`src/rtl/pipe_hazard_ctrl.sv`:
```
// Pipeline hazard/sequencing controller: stage enables, flushes, PC enable, mem-wait watchdog, debug halt/step.
// Latency: zero cycles inputs->enables/flushes; state, wait counter and mem_timeout update on the next edge.
// Backpressure: a data-memory wait freezes every stage register; a debug halt freezes all but single-step cycles.
// Optional build macro PIPE_PERF_CNT_EN adds stall_cycles / flush_events performance counters.
module pipe_hazard_ctrl #(
    parameter int MEM_TIMEOUT = 16,
    parameter int CNT_W       = 32
) (
    input  logic             clk,
    input  logic             reset,
    input  logic             dec_valid,
    input  logic [4:0]       dec_regA,
    input  logic [4:0]       dec_regB,
    input  logic             dec_is_immediate,
    input  logic             alu_mem_r_en,
    input  logic [4:0]       alu_regD,
    input  logic             alu_branch_taken,
    input  logic             mem_req,
    input  logic             mem_ready,
    input  logic             imem_ready,
    input  logic             dbg_halt_req,
    input  logic             dbg_step,
    output logic             EN_REG_FETCH,
    output logic             EN_REG_DECODE,
    output logic             EN_REG_ALU,
    output logic             EN_REG_MEM,
    output logic             flush_fetch,
    output logic             flush_decode,
    output logic             flush_mem,
    output logic             pc_en,
    output logic             dbg_halted,
    output logic             mem_timeout,
    output logic [1:0]       state
`ifdef PIPE_PERF_CNT_EN
    ,
    output logic [CNT_W-1:0] stall_cycles,
    output logic [CNT_W-1:0] flush_events
`endif
);

    typedef enum logic [1:0] {
        RUN      = 2'd0,
        MEM_WAIT = 2'd1,
        HALTED   = 2'd2
    } state_e;

    localparam int WCW = $clog2(MEM_TIMEOUT + 1);
    localparam logic [WCW-1:0] WAIT_MAX  = WCW'(MEM_TIMEOUT);
    localparam logic [WCW-1:0] WAIT_LAST = WCW'(MEM_TIMEOUT - 1);

    state_e         state_q;
    state_e         state_d;
    logic [WCW-1:0] wait_cnt;
    logic           load_use;
    logic           active;
    logic           mem_stall;
    logic           rule2_hit;

    assign state = state_q;

    assign load_use = alu_mem_r_en && (alu_regD != 5'd0) && dec_valid &&
                      ((alu_regD == dec_regA) ||
                       (!dec_is_immediate && (alu_regD == dec_regB)));

    always_comb begin
        EN_REG_FETCH  = 1'b0;
        EN_REG_DECODE = 1'b0;
        EN_REG_ALU    = 1'b0;
        EN_REG_MEM    = 1'b0;
        flush_fetch   = 1'b0;
        flush_decode  = 1'b0;
        flush_mem     = 1'b0;
        pc_en         = 1'b0;
        rule2_hit     = 1'b0;
        state_d       = state_q;
        // A step cycle in HALTED behaves exactly like one RUN cycle.
        active        = (state_q != HALTED) || dbg_step;
        // Once in MEM_WAIT only mem_ready releases; mem_req is not re-examined.
        mem_stall     = (state_q == MEM_WAIT) ? !mem_ready : (mem_req && !mem_ready);

        if (active) begin
            if (mem_stall) begin
                flush_mem = 1'b1;
                state_d   = MEM_WAIT;
            end else begin
                if (alu_branch_taken) begin
                    EN_REG_FETCH  = 1'b1;
                    EN_REG_DECODE = 1'b1;
                    EN_REG_ALU    = 1'b1;
                    EN_REG_MEM    = 1'b1;
                    pc_en         = 1'b1;
                    flush_fetch   = 1'b1;
                    flush_decode  = 1'b1;
                    rule2_hit     = 1'b1;
                end else if (load_use) begin
                    EN_REG_DECODE = 1'b1;
                    EN_REG_ALU    = 1'b1;
                    EN_REG_MEM    = 1'b1;
                    flush_decode  = 1'b1;
                end else if (!imem_ready) begin
                    EN_REG_DECODE = 1'b1;
                    EN_REG_ALU    = 1'b1;
                    EN_REG_MEM    = 1'b1;
                    flush_fetch   = 1'b1;
                end else begin
                    EN_REG_FETCH  = 1'b1;
                    EN_REG_DECODE = 1'b1;
                    EN_REG_ALU    = 1'b1;
                    EN_REG_MEM    = 1'b1;
                    pc_en         = 1'b1;
                end
                if (state_q != HALTED) begin
                    state_d = dbg_halt_req ? HALTED : RUN;
                end
            end
        end else begin
            state_d = dbg_halt_req ? HALTED : RUN;
        end

        // Reset holds every stage as a bubble regardless of state.
        if (!reset) begin
            EN_REG_FETCH  = 1'b0;
            EN_REG_DECODE = 1'b0;
            EN_REG_ALU    = 1'b0;
            EN_REG_MEM    = 1'b0;
            pc_en         = 1'b0;
            flush_fetch   = 1'b1;
            flush_decode  = 1'b1;
            flush_mem     = 1'b1;
            rule2_hit     = 1'b0;
        end
    end

    assign dbg_halted = reset && (state_q == HALTED);

    always_ff @(posedge clk or negedge reset) begin
        if (!reset) begin
            state_q     <= RUN;
            wait_cnt    <= '0;
            mem_timeout <= 1'b0;
        end else begin
            state_q <= state_d;
            if ((state_q == MEM_WAIT) && !mem_ready) begin
                if (wait_cnt != WAIT_MAX) begin
                    wait_cnt <= wait_cnt + 1'b1;
                end
                if (wait_cnt >= WAIT_LAST) begin
                    mem_timeout <= 1'b1;
                end
            end else begin
                wait_cnt <= '0;
            end
        end
    end

`ifdef PIPE_PERF_CNT_EN
    always_ff @(posedge clk or negedge reset) begin
        if (!reset) begin
            stall_cycles <= '0;
            flush_events <= '0;
        end else begin
            if (!pc_en && (state_q != HALTED)) begin
                stall_cycles <= stall_cycles + 1'b1;
            end
            if (rule2_hit) begin
                flush_events <= flush_events + 1'b1;
            end
        end
    end
`endif

endmodule

```
`config.mk`:
```
export PLATFORM = sky130hd
export DESIGN_NAME = pipe_hazard_ctrl
export DESIGN_NICKNAME = d
export VERILOG_FILES = /design/src/rtl/pipe_hazard_ctrl.sv
export SDC_FILE = /design/constraint.sdc
export NUM_CORES = 1
export LEC_CHECK = 0
export CELL_PAD_IN_SITES_DETAIL_PLACEMENT = 1
export CELL_PAD_IN_SITES_GLOBAL_PLACEMENT = 2
export CORE_MARGIN = 5
export CORE_UTILIZATION = 18
export CTS_CLUSTER_DIAMETER = 150
export DETAILED_ROUTE_END_ITERATION = 16
export GPL_ROUTABILITY_DRIVEN = 0
export GPL_TIMING_DRIVEN = 0
export PLACE_DENSITY = 0.73
export SYNTH_ARGS = -nofsm -noshare
export SYNTH_HDL_FRONTEND = slang
export SYNTH_SLANG_ARGS = --single-unit
```
`constraint.sdc`:
```
create_clock -name clk -period 2.7 [get_ports clk]
set_input_delay 0.81 -clock clk [delete_from_list [all_inputs] [get_ports clk]]
set_output_delay 0.81 -clock clk [all_outputs]
set_load 0.01 [all_outputs]
```
* Word-level counts from Yosys, hierarchy flattened
Index checks and enable logic that the tools add are counted.
** Storage, ports and cells
- Output and inout bits :: 12
- Bits in latches :: 0
- Register bits after elaboration :: 8
- Bits in writable memories :: 0
- Word-level logic and storage cells :: 56
- Input port bits :: 26
- Bits in read-only memories :: 0
- Memories kept :: 0
** Cells by class
- Equal/unequal tests :: 8
- Divide/modulo/power cells :: 0
- Mux-type cells :: 30
- Order comparisons :: 1
- Add/subtract/negate cells :: 1
- Reduce and logical (&&, ||, !) cells :: 13
- $mul :: 0
- Shift-type cells :: 0
- Bitwise gates (word level) :: 0
** Operators with widths (number)
- $mux W1 :: 24
- $eq A5 B5 Y1 :: 2
- $mux W5 :: 2
- $mux W2 :: 4
- $logic_and A1 B1 Y1 :: 7
- $add A5 B1 Y5 const B :: 1
- $ge A5 B4 Y1 const B :: 1
- $ne A5 B5 Y1 const B :: 1
- $reduce_bool A5 Y1 :: 1
- $ne A3 B1 Y1 const B :: 1
- $eq A2 B1 Y1 const B :: 1
- $eq A2 B2 Y1 const B :: 1
- $logic_not A1 Y1 :: 2
- $logic_or A1 B1 Y1 :: 2
- $ne A2 B1 Y1 const B :: 1
- $ne A2 B2 Y1 const B :: 1
- $reduce_and A2 Y1 :: 1

* Depth between registers and ports, before layout
- Depth in word-level cells :: 9
- Depth in mapped cells :: 5
- Depth with buffers taken out :: 5

* Worst setup path before layout
OpenSTA, ideal clock, no wires.
- Kind :: input to output
- From :: input alu_regD[1]
- To :: output pc_en
- Path buffers :: 1
- Data arrival time :: 1.929 ns
- Cell stages on the path :: 5
- Setup slack :: -0.039 ns
- Required time :: 1.890 ns
- Cell sequence :: xnor2_1 nand4_1 o32a_1 o311a_1 buf_4
** On the way
- Cells in the longest elaborated chain, start to end :: 9
- Elaborated cells between the ends (all ways) :: 13
- Classes of those cells :: eq/ne (2); mux (5); reduce/logical (6)
** RTL lines
- start, declared :: RTL line 16 : input logic [4:0] alu_regD,
- $eq A5 B5 Y1 / $reduce_bool A5 Y1 (equally long branches) :: RTL line 63, 61
- $logic_and A1 B1 Y1 (on tied branches) :: RTL line 63, 61
- $logic_or A1 B1 Y1 / $logic_and A1 B1 Y1 (equally long branches) :: RTL line 62, 61
- $logic_and A1 B1 Y1 * :: RTL line 61 : assign load_use = alu_mem_r_en && (alu_regD != 5'd0) && dec_valid &&
- $mux W1 * (5 in series)
- end, declared :: RTL line 30 : output logic pc_en,
Mark *: on every way between the ends. The rest lies on a longest branch, timed or not.

* Worst setup path in the final report
- From :: input dec_regA[2]
- To :: output pc_en
** On the way
- Cells in the longest elaborated chain, start to end :: 8
** RTL lines
- start, declared :: RTL line 12 : input logic [4:0] dec_regA,
- $eq A5 B5 Y1 :: RTL line 62 : ((alu_regD == dec_regA) ||
- $logic_or A1 B1 Y1 :: RTL line 62
- $logic_and A1 B1 Y1 :: RTL line 61
- $mux W1 :: RTL line 95 : end else if (load_use) begin
- $mux W1 :: RTL line 86 : if (alu_branch_taken) begin
- $mux W1 :: RTL line 82 : if (mem_stall) begin
- $mux W1 :: RTL line 81 : if (active) begin
- $mux W1 :: RTL line 121 : if (!reset) begin
Every way passes these cells.

==> impl_metrics.tcl <==
set metrics [dict create \
    run_status "finished, violations left" \
    failed_checks "setup timing" \
    wl_per_cell_um 14.1 \
    floorplan.io_pins 38 \
    yosys-top-cells-area "sky130_fd_sc_hd__dfrtp_1, sky130_fd_sc_hd__xnor2_1, sky130_fd_sc_hd__ha_1" \
    layout_setup_ws_ns -0.232 \
    layout-drive-gt1-share_pct 33.6 \
    power_frac_clock_pct 33.5 \
    synth.mux.area_fraction_pct 1.48 \
    cts_root_buffer "sky130_fd_sc_hd__clkbuf_8" \
    drc 0 \
    rr_startpoint "wait_cnt[0]" \
    synth-edff-count 0 \
    clockBufferDepth 2 \
    endpoint "pc_en" \
    grt_max_degree 14 \
    ff2ff_path_depth 5 \
    timing.final.setup_violations 4 \
    antenna_left 0 \
    slowest_delay_ns 0.32 \
    slew-limit-headroom_pct 76.1 \
    detail_route.first_pass.iterations 2 \
    design.die.area_um2 5070 \
    pwr-share-seq_pct 30.0 \
    cts_buf_count 3 \
    synth_most_common_cell "sky130_fd_sc_hd__xnor2_1" \
    cap_viol_max_count 0 \
    worst_path_cell_chain "dlygate4sd2_1 > xnor2_1 > nand3_1 > o32a_1 > o311a_1 > buf_4 > buf_6" \
    numPlacedInstances 160 \
    route.vias.total 718 \
    grt_pass1_vias 765 \
    grt_setup_unrepaired "yes" \
    die_w_um 71.2 \
    finClkSkew_ns 0.00218 \
    postSynthRegisterBits 8 \
    clock_insertion_delay_worst_skew_ns 0.23 \
    synthAdderAreaFrac_pct 5.57 \
    timing_worst_slew_pin_value_ns 0.357 \
    synth_compound_area_share_pct 13.2 \
    critical_path_class "in2out" \
    finish.cell_count_without_fillers 167 \
    synth_simple_gate_area_share_pct 27.1 \
    syn-mean-instance-area_um2 8.99 \
    synth-async-reset-ratio_pct 100 \
    netlist.area_leader.share_pct 29.7 \
    cellLeakagePower_nw 0.546 \
    globalRoute.totalOverflow 0 \
    combinational_family_with_the_most_area_after_synthesis "simple AND/OR/NAND/NOR gates" \
    regToRegSetupSlack_ns 1.28 \
    worstSetupEndpointType "primary output" \
    combinational_fraction_of_design_power_pct 36.5 \
    holdBufCountCts 0 \
    syn_to_final_growth_pct 86.1 \
    switching_part_of_the_total_pct 27.2 \
    tritoncts "yes" \
    synthesized_area_fraction_occupied_by_xor_and_xnor_cells_pct 16.9 \
    synth_top_cells_by_count "sky130_fd_sc_hd__xnor2_1, sky130_fd_sc_hd__dfrtp_1, sky130_fd_sc_hd__inv_1, sky130_fd_sc_hd__nor2_1" \
    vdd.ir_drop.worst_mv 0.252 \
    crit_path_start "dec_regA[2]" \
    cts.reportedPaths.clkPinSlew_ns 0.04 \
    power_uw 428 \
    seq_area_frac_synth_pct 29.7 \
    core-area_um2 3630 \
    worstPathBufferInverterCount 3 \
    crit_required_ns 1.89 \
    synth_area_um2 674 \
    powerDensity_nw_per_um2 341 \
    min_period_ns 2.93 \
    reg2reg_capture_point "wait_cnt[1]" \
    wl_met2_um 1190 \
    max_freq_ghz 0.341 \
    final_core_utilization_pct 34.5 \
    drt-initial-drc-count 4 \
    m1WireLength_um 948 \
    crit_family "compound AO/OA/AOI/OAI gates" \
    mappedNetlistNets 104 \
    yosys_synthesis_warning_count 0 \
    clock_sink_count 8 \
    wl_met3_um 166 \
    synth_top_cell_by_area "sky130_fd_sc_hd__dfrtp_1" \
    hold_viol_final 0 \
    power.switching_uw 116 \
    synth_cells 75 \
    critPathMaxFanout 3 \
    holdCritPathClass "in2async" \
    chip_height_um 71.2 \
    buffer_ports.inserted 37 \
    n_antenna_cell 0 \
    htreeDepth 1 \
    power.internal_uw 312 \
    highest_layer_used_for_signal_routing "met4" \
    wl_um 2350 \
    synth-main-ff-cell "sky130_fd_sc_hd__dfrtp_1" \
    post-dp-hpwl_um 1750 \
    floorplan.rows 22 \
    synth_cell_type_count 28 \
    initial_utilization_pct 18.6 \
    timing.critical_path.depth 7 \
    nNetsFinal 150 \
    critical_path_arrival_ns 2.12 \
    post-route-period-util_pct 109 \
    grt_antenna_before_repair 0 \
    drt-vias-per-instance 4.30 \
    maxSlewViolCount 0 \
    startpoint_type "primary input" \
    global_route.usage.total_pct 9.34 \
    worst_path_max_delay_cell "sky130_fd_sc_hd__o311a_1" \
    grt_first_pass_wirelength_um 3660 \
]
-- cell usage in the layout (no fill, tap or decap), types with 3 or more instances in the layout --
| master | n |
|---|---|
| sky130_fd_sc_hd__dlygate4sd2_1 | 10 |
| sky130_fd_sc_hd__buf_4 | 7 |
| sky130_fd_sc_hd__nor3_1 | 3 |
| sky130_fd_sc_hd__buf_2 | 3 |
| sky130_fd_sc_hd__nand3_1 | 3 |
| sky130_fd_sc_hd__nor2b_1 | 3 |
| sky130_fd_sc_hd__nand2b_1 | 3 |
| sky130_fd_sc_hd__nor2_1 | 5 |
| sky130_fd_sc_hd__xnor2_2 | 4 |
| sky130_fd_sc_hd__ha_1 | 3 |
| sky130_fd_sc_hd__nand2_1 | 4 |
| sky130_fd_sc_hd__clkbuf_8 | 3 |
| sky130_fd_sc_hd__dfrtp_1 | 8 |
| sky130_fd_sc_hd__xnor2_1 | 7 |
| sky130_fd_sc_hd__clkdlybuf4s50_1 | 9 |
| sky130_fd_sc_hd__inv_1 | 5 |
| sky130_fd_sc_hd__buf_6 | 9 |
-- power groups by stage --
stage | clock network, mW | logic [mW] | registers [mW]
2_1_floorplan | 0 | 0.0548 | 0.130
3_3_place_gp | 0 | 0.138 | 0.129
3_5_place_dp | 0 | 0.140 | 0.130
4_1_cts | 0.151 | 0.150 | 0.128
5_1_grt | 0.155 | 0.168 | 0.129
6_report | 0.144 | 0.156 | 0.128
-- timing repair --
item	4_1_cts	5_1_grt
pin swaps	18	5
endpoints found under the setup margin	9	6
resized for setup	99	6
setup buffers	1	3
-- per-stage QoR --
step	worst slack, ns	area, um2	setup TNS (ns)	hold slack [ns]
final	-0.232	1250	-0.694	0.464
after global routing	-0.286	1250	-0.910	0.478
after CTS	-0.259	1220	-0.745	0.459
after detailed placement	-1.09	1100	-7.34	0.481
after global placement	-1.09	1100	-7.13	0.482
after floorplan	-0.0388	674	-0.0388	0.502
-- routing by layer --
layer,vias up,global-route usage [%]
li1,345,-
met4,0,5.01
met1,337,10.6
met2,31,15.9
met5,-,0
met3,5,2.52
-- registers in the layout, indices dropped and copies added (netlist names) --
signal and cells:
mem_timeout 1, wait_cnt 5, state 2
-- how the worst min path moves through the flow --
stage                     cells after the start  slack [ns]     endpoint         from
after floorplan                               2        0.50  mem_timeout  wait_cnt[4]
after global placement                        1        0.48  mem_timeout  mem_timeout
after detailed placement                      1        0.48  mem_timeout  mem_timeout
after CTS                                     1        0.46  wait_cnt[1]        reset
after global routing                          1        0.48  wait_cnt[1]        reset
final                                         1        0.46  wait_cnt[1]        reset
-- layout make-up --
type                            instances  area (um2)
Sequential cell                         8         200
Inverter                                5        18.8
Buffer                                  3        22.5
Tap cell                               48        60.1
Fill cell                             430        2380
Timing Repair Buffer                   41         387
Multi-Input combinational cell         59         526
Clock buffer                            3        41.3
-- cells by family (layout without fill, tap and decap cells) --
family	Yosys count	count (layout)
buffers and inverters	8	52
multiplexers	1	1
AND/OR/NAND/NOR	31	31
AO/OA/AOI/OAI	11	11
flip-flops	8	8
XOR/XNOR	13	13
adder cells (fa/ha/maj)	3	3
(Power assumes the default switching activity.)
==> RTL edit 1 (config.mk and constraints unchanged) <==
The parameter `MEM_TIMEOUT` goes from 16 to 32.
--- a/src/rtl/pipe_hazard_ctrl.sv
+++ b/src/rtl/pipe_hazard_ctrl.sv
@@ -3,7 +3,7 @@
 // Backpressure: a data-memory wait freezes every stage register; a debug halt freezes all but single-step cycles.
 // Optional build macro PIPE_PERF_CNT_EN adds stall_cycles / flush_events performance counters.
 module pipe_hazard_ctrl #(
-    parameter int MEM_TIMEOUT = 16,
+    parameter int MEM_TIMEOUT = 32,
     parameter int CNT_W       = 32
 ) (
     input  logic             clk,
Formal check against the unedited RTL: no difference found for any inputs over 10 cycles, from zero or initial values and one cycle with reset low; that may be too few to reach the edited logic, so the function may still have changed.
==> RTL edit 1 against the original RTL <==
- the run still ends with negative setup slack left
- final cell count grew 1.2%
- sequential cell count grew 1
- sequential share of layout area grew 2.2 points
- total power grew 5.2%
- design area shrank 1.3%
- routed wire length grew 0.30%
- setup slack lost 0.036 ns
- combinational power shrank 4%
- clock skew is essentially flat
- critical path depth is the same
- synthesized area grew 3.3%
- global-route usage grew 0.23 points
==> RTL edit 1: results (changes against the original RTL) <==
{
  "layout.clock.cell_area_share": {"value": 3.737, "unit": "%", "change": "+0.45 points"},
  "ff_latch_area": {"value": 225.2, "unit": "sq um", "change": "+13%"},
  "global_route_wire_length_before_repair": {"value": 3850, "unit": "um", "change": "+5.1%"},
  "outcome": {"value": "complete, but fails checks"},
  "detailed_place.area": {"value": 1127, "unit": "sq um", "change": "+2.0%"},
  "drt_first_iter_violations": {"value": 6, "change": "+2"},
  "area_share_nonclk_buffers": {"value": 30.61, "unit": "%", "change": "-2.0 points"},
  "global_route.usage.total": {"value": 9.572, "unit": "%", "change": "+0.23 points"},
  "worst_slack": {"value": -0.2689, "unit": "ns", "change": "-0.03646 ns"},
  "num-nonclk-inverters": {"value": 3, "change": "-2"},
  "timing.critical_path.slowest_stage_cell": {"value": "sky130_fd_sc_hd__o32a_1"},
  "non_clock_buffer_count": {"value": 43, "change": "-2.3%"},
  "wirelength": {"value": 2359, "unit": "um", "change": "+0.30%"},
  "synth_mux_area_share": {"value": 1.436, "unit": "%", "change": "-0.048 points"},
  "worst_ir_drop_vdd": {"value": 0.2893, "unit": "mV", "change": "+15%"},
  "ys_top_cells_by_count": {"value": "sky130_fd_sc_hd__xnor2_1 (11), sky130_fd_sc_hd__dfrtp_1 (9), sky130_fd_sc_hd__nor2_1 (7)"},
  "hpwlAfterDp": {"value": 1721, "unit": "um", "change": "-1.5%"},
  "synth_compound_area_share": {"value": 13.29, "unit": "%", "change": "+0.11 points"},
  "failing_checks": {"value": "negative setup slack"},
  "finalSetupViolations": {"value": 4, "change": "unchanged"},
  "multi_input_comb_cells": {"value": 62, "change": "+5.1%"},
  "multi_input_comb_area": {"value": 516.7, "unit": "sq um", "change": "-1.7%"},
  "synth_seq_cells": {"value": 9, "change": "+1"},
  "arr_time_crit_path": {"value": 2.16, "unit": "ns", "change": "+0.04 ns"},
  "synth.area.top_cells": {"value": "sky130_fd_sc_hd__dfrtp_1 (32%), sky130_fd_sc_hd__xnor2_1 (14%), sky130_fd_sc_hd__xor2_1 (5.0%)"},
  "viasPerCell": {"value": 4.284, "change": "-0.36%"}
}
## RTL edit 1: worst paths after layout
kind                                   from           to  slack (ns)  cells past startpoint
worst max-delay path            dec_regB[4]        pc_en       -0.27                      7
worst min-delay path                  reset  wait_cnt[0]        0.46                      1
worst max register to register  wait_cnt[0]  wait_cnt[1]        1.24                      6
worst min register to register  mem_timeout  mem_timeout        0.48                      1
max in group asynchronous             reset     state[1]        2.01                      1
min in group clk                mem_timeout  mem_timeout        0.48                      1
## RTL edit 1: stage by stage
stage / power, W / std cells
after floorplan: 0.0002001 / 77
after global placement: 0.0002824 / 162
after detailed placement: 0.0002851 / 162
after CTS: 0.0004533 / 169
after global routing: 0.0004765 / 169
final: 0.0004506 / 169
## RTL edit 1: per-layer routing
| layer | vias up | global-route usage (%) | wire [um] |
|---|---|---|---|
| li1 | 353 | - | - |
| met1 | 340 | 10.84 | 964 |
| met2 | 27 | 16.38 | 1164 |
| met3 | 4 | 2.493 | 188 |
| met4 | 0 | 5.010 | 42 |
| met5 | - | 0 | 0 |
==> RTL edit 2 (same flow settings) <==
Without the edit above. Register the output `dbg_halted`, with the module's reset; this adds one clock of latency there. The other outputs are not delayed to match.
--- a/src/rtl/pipe_hazard_ctrl.sv
+++ b/src/rtl/pipe_hazard_ctrl.sv
@@ -131,7 +131,13 @@
         end
     end
 
-    assign dbg_halted = reset && (state_q == HALTED);
+    always_ff @(posedge clk or negedge reset) begin
+        if (!reset) begin
+            dbg_halted <= '0;
+        end else begin
+            dbg_halted <= reset && (state_q == HALTED);
+        end
+    end
 
     always_ff @(posedge clk or negedge reset) begin
         if (!reset) begin
Behaviour: not the same (Yosys sat finds a counterexample within 4 cycles, from zero or initial values and one cycle with reset low).
==> RTL edit 2 against the original RTL <==
- the flow still finishes with violations (negative setup slack)
- final cell count up 3.0%
- synthesized area up 3.7%
- setup slack worse by 0.044 ns
- routed wire length down 3.1%
- highest routed layer unchanged
- hold slack worse by 0.0055 ns
- largest cell class unchanged
- clock skew down 0.0011 ns
- design area up 3.8%
- sequential cell count up 1
- core utilization up 0.51 points
- total power up 8.3%
==> RTL edit 2: results (changes against the original RTL) <==
{
  "outcome": {"value": "complete, but fails checks"},
  "failing_checks": {"value": "negative setup slack"},
  "synth_mux_area_share": {"value": 1.431, "unit": "%", "change": "-0.053 points"},
  "seq_area_frac_synth": {"value": 32.20, "unit": "%", "change": "+2.5 points"},
  "finalSetupViolations": {"value": 4, "change": "unchanged"},
  "nets": {"value": 154, "change": "+2.7%"},
  "drt_first_iter_violations": {"value": 14, "change": "+10"},
  "layout.cells.non_filler": {"value": 172, "change": "+3.0%"},
  "global_route_wire_length_before_repair": {"value": 3670, "unit": "um", "change": "+0.19%"},
  "worst_setup_path_startpoint": {"value": "dec_regB[2]"},
  "netlist_instances": {"value": 76, "change": "+1.3%"},
  "setup_tns": {"value": -0.9736, "unit": "ns", "change": "-0.2794 ns"},
  "switching_share": {"value": 27.11, "unit": "%", "change": "-0.050 points"},
  "gr-usage-met3": {"value": 3.324, "unit": "%", "change": "+0.80 points"},
  "worst-slew-pin-transition": {"value": 0.3572, "unit": "ns", "change": "+0.0001028 ns"},
  "met1_length": {"value": 1002, "unit": "um", "change": "+5.7%"},
  "gr-usage-met2": {"value": 15.07, "unit": "%", "change": "-0.85 points"},
  "tightest_hold_margin": {"value": 0.4583, "unit": "ns", "change": "-0.005512 ns"},
  "clock-skew-final": {"value": 0.001085, "unit": "ns", "change": "-0.001094 ns"},
  "synth_fa_ha_area_share": {"value": 5.367, "unit": "%", "change": "-0.20 points"},
  "ys_top_cells_by_count": {"value": "sky130_fd_sc_hd__xnor2_1 (11), sky130_fd_sc_hd__dfrtp_1 (9), sky130_fd_sc_hd__inv_1 (5), sky130_fd_sc_hd__nor2_1 (5)"},
  "global_route.usage.total": {"value": 8.825, "unit": "%", "change": "-0.52 points"},
  "timing.critical_path.slowest_stage_cell": {"value": "sky130_fd_sc_hd__o32a_1"},
  "synth_compound_area_share": {"value": 12.70, "unit": "%", "change": "-0.47 points"},
  "worst_slack": {"value": -0.2766, "unit": "ns", "change": "-0.04420 ns"},
  "xor_xnor_cell_area_share_of_the_yosys_netlist": {"value": 16.28, "unit": "%", "change": "-0.60 points"},
  "detailed_place.area": {"value": 1130, "unit": "sq um", "change": "+2.3%"},
  "static-leakage-power": {"value": 0.5817, "unit": "nW", "change": "+6.5%"},
  "final_layout_size_suffix_gt1_share": {"value": 34.68, "unit": "%", "change": "+1.1 points"},
  "grt.met1_usage": {"value": 10.24, "unit": "%", "change": "-0.31 points"},
  "wirelength": {"value": 2279, "unit": "um", "change": "-3.1%"},
  "viasPerCell": {"value": 4.140, "change": "-3.7%"},
  "dp_cells": {"value": 161, "change": "+0.63%"},
  "wl_met3": {"value": 221, "unit": "um", "change": "+33%"}
}
-- RTL edit 2: power groups by stage --
stage | logic (W) | clock network (W) | registers (W)
finish | 0.000159 | 0.000160 | 0.000145
global route | 0.000172 | 0.000176 | 0.000145
CTS | 0.000148 | 0.000162 | 0.000145
detailed placement | 0.000140 | 0 | 0.000147
global placement | 0.000138 | 0 | 0.000146
floorplan | 0.0000539 | 0 | 0.000148
-- RTL edit 2: final cells by class --
type	count	area (sq um)
buffer	3	26.28
multi-input combinational	59	521.8
fill	446	2414
tap	48	60.06
sequential	9	225.2
clock buffer	4	45.04
inverter	5	18.77
timing repair buffer	44	405.4
-- RTL edit 2: what timing repair did --
| item | 4_1_cts | 5_1_grt |
|---|---|---|
| endpoints found under the setup margin | 8 | 6 |
| gates resized for setup | 85 | 20 |
| gates cloned | 0 | 0 |
| hold buffers | 0 | 0 |
| pin swaps | 18 | 10 |
| hold endpoints to repair | 0 | 0 |
| setup buffers | 6 | 1 |
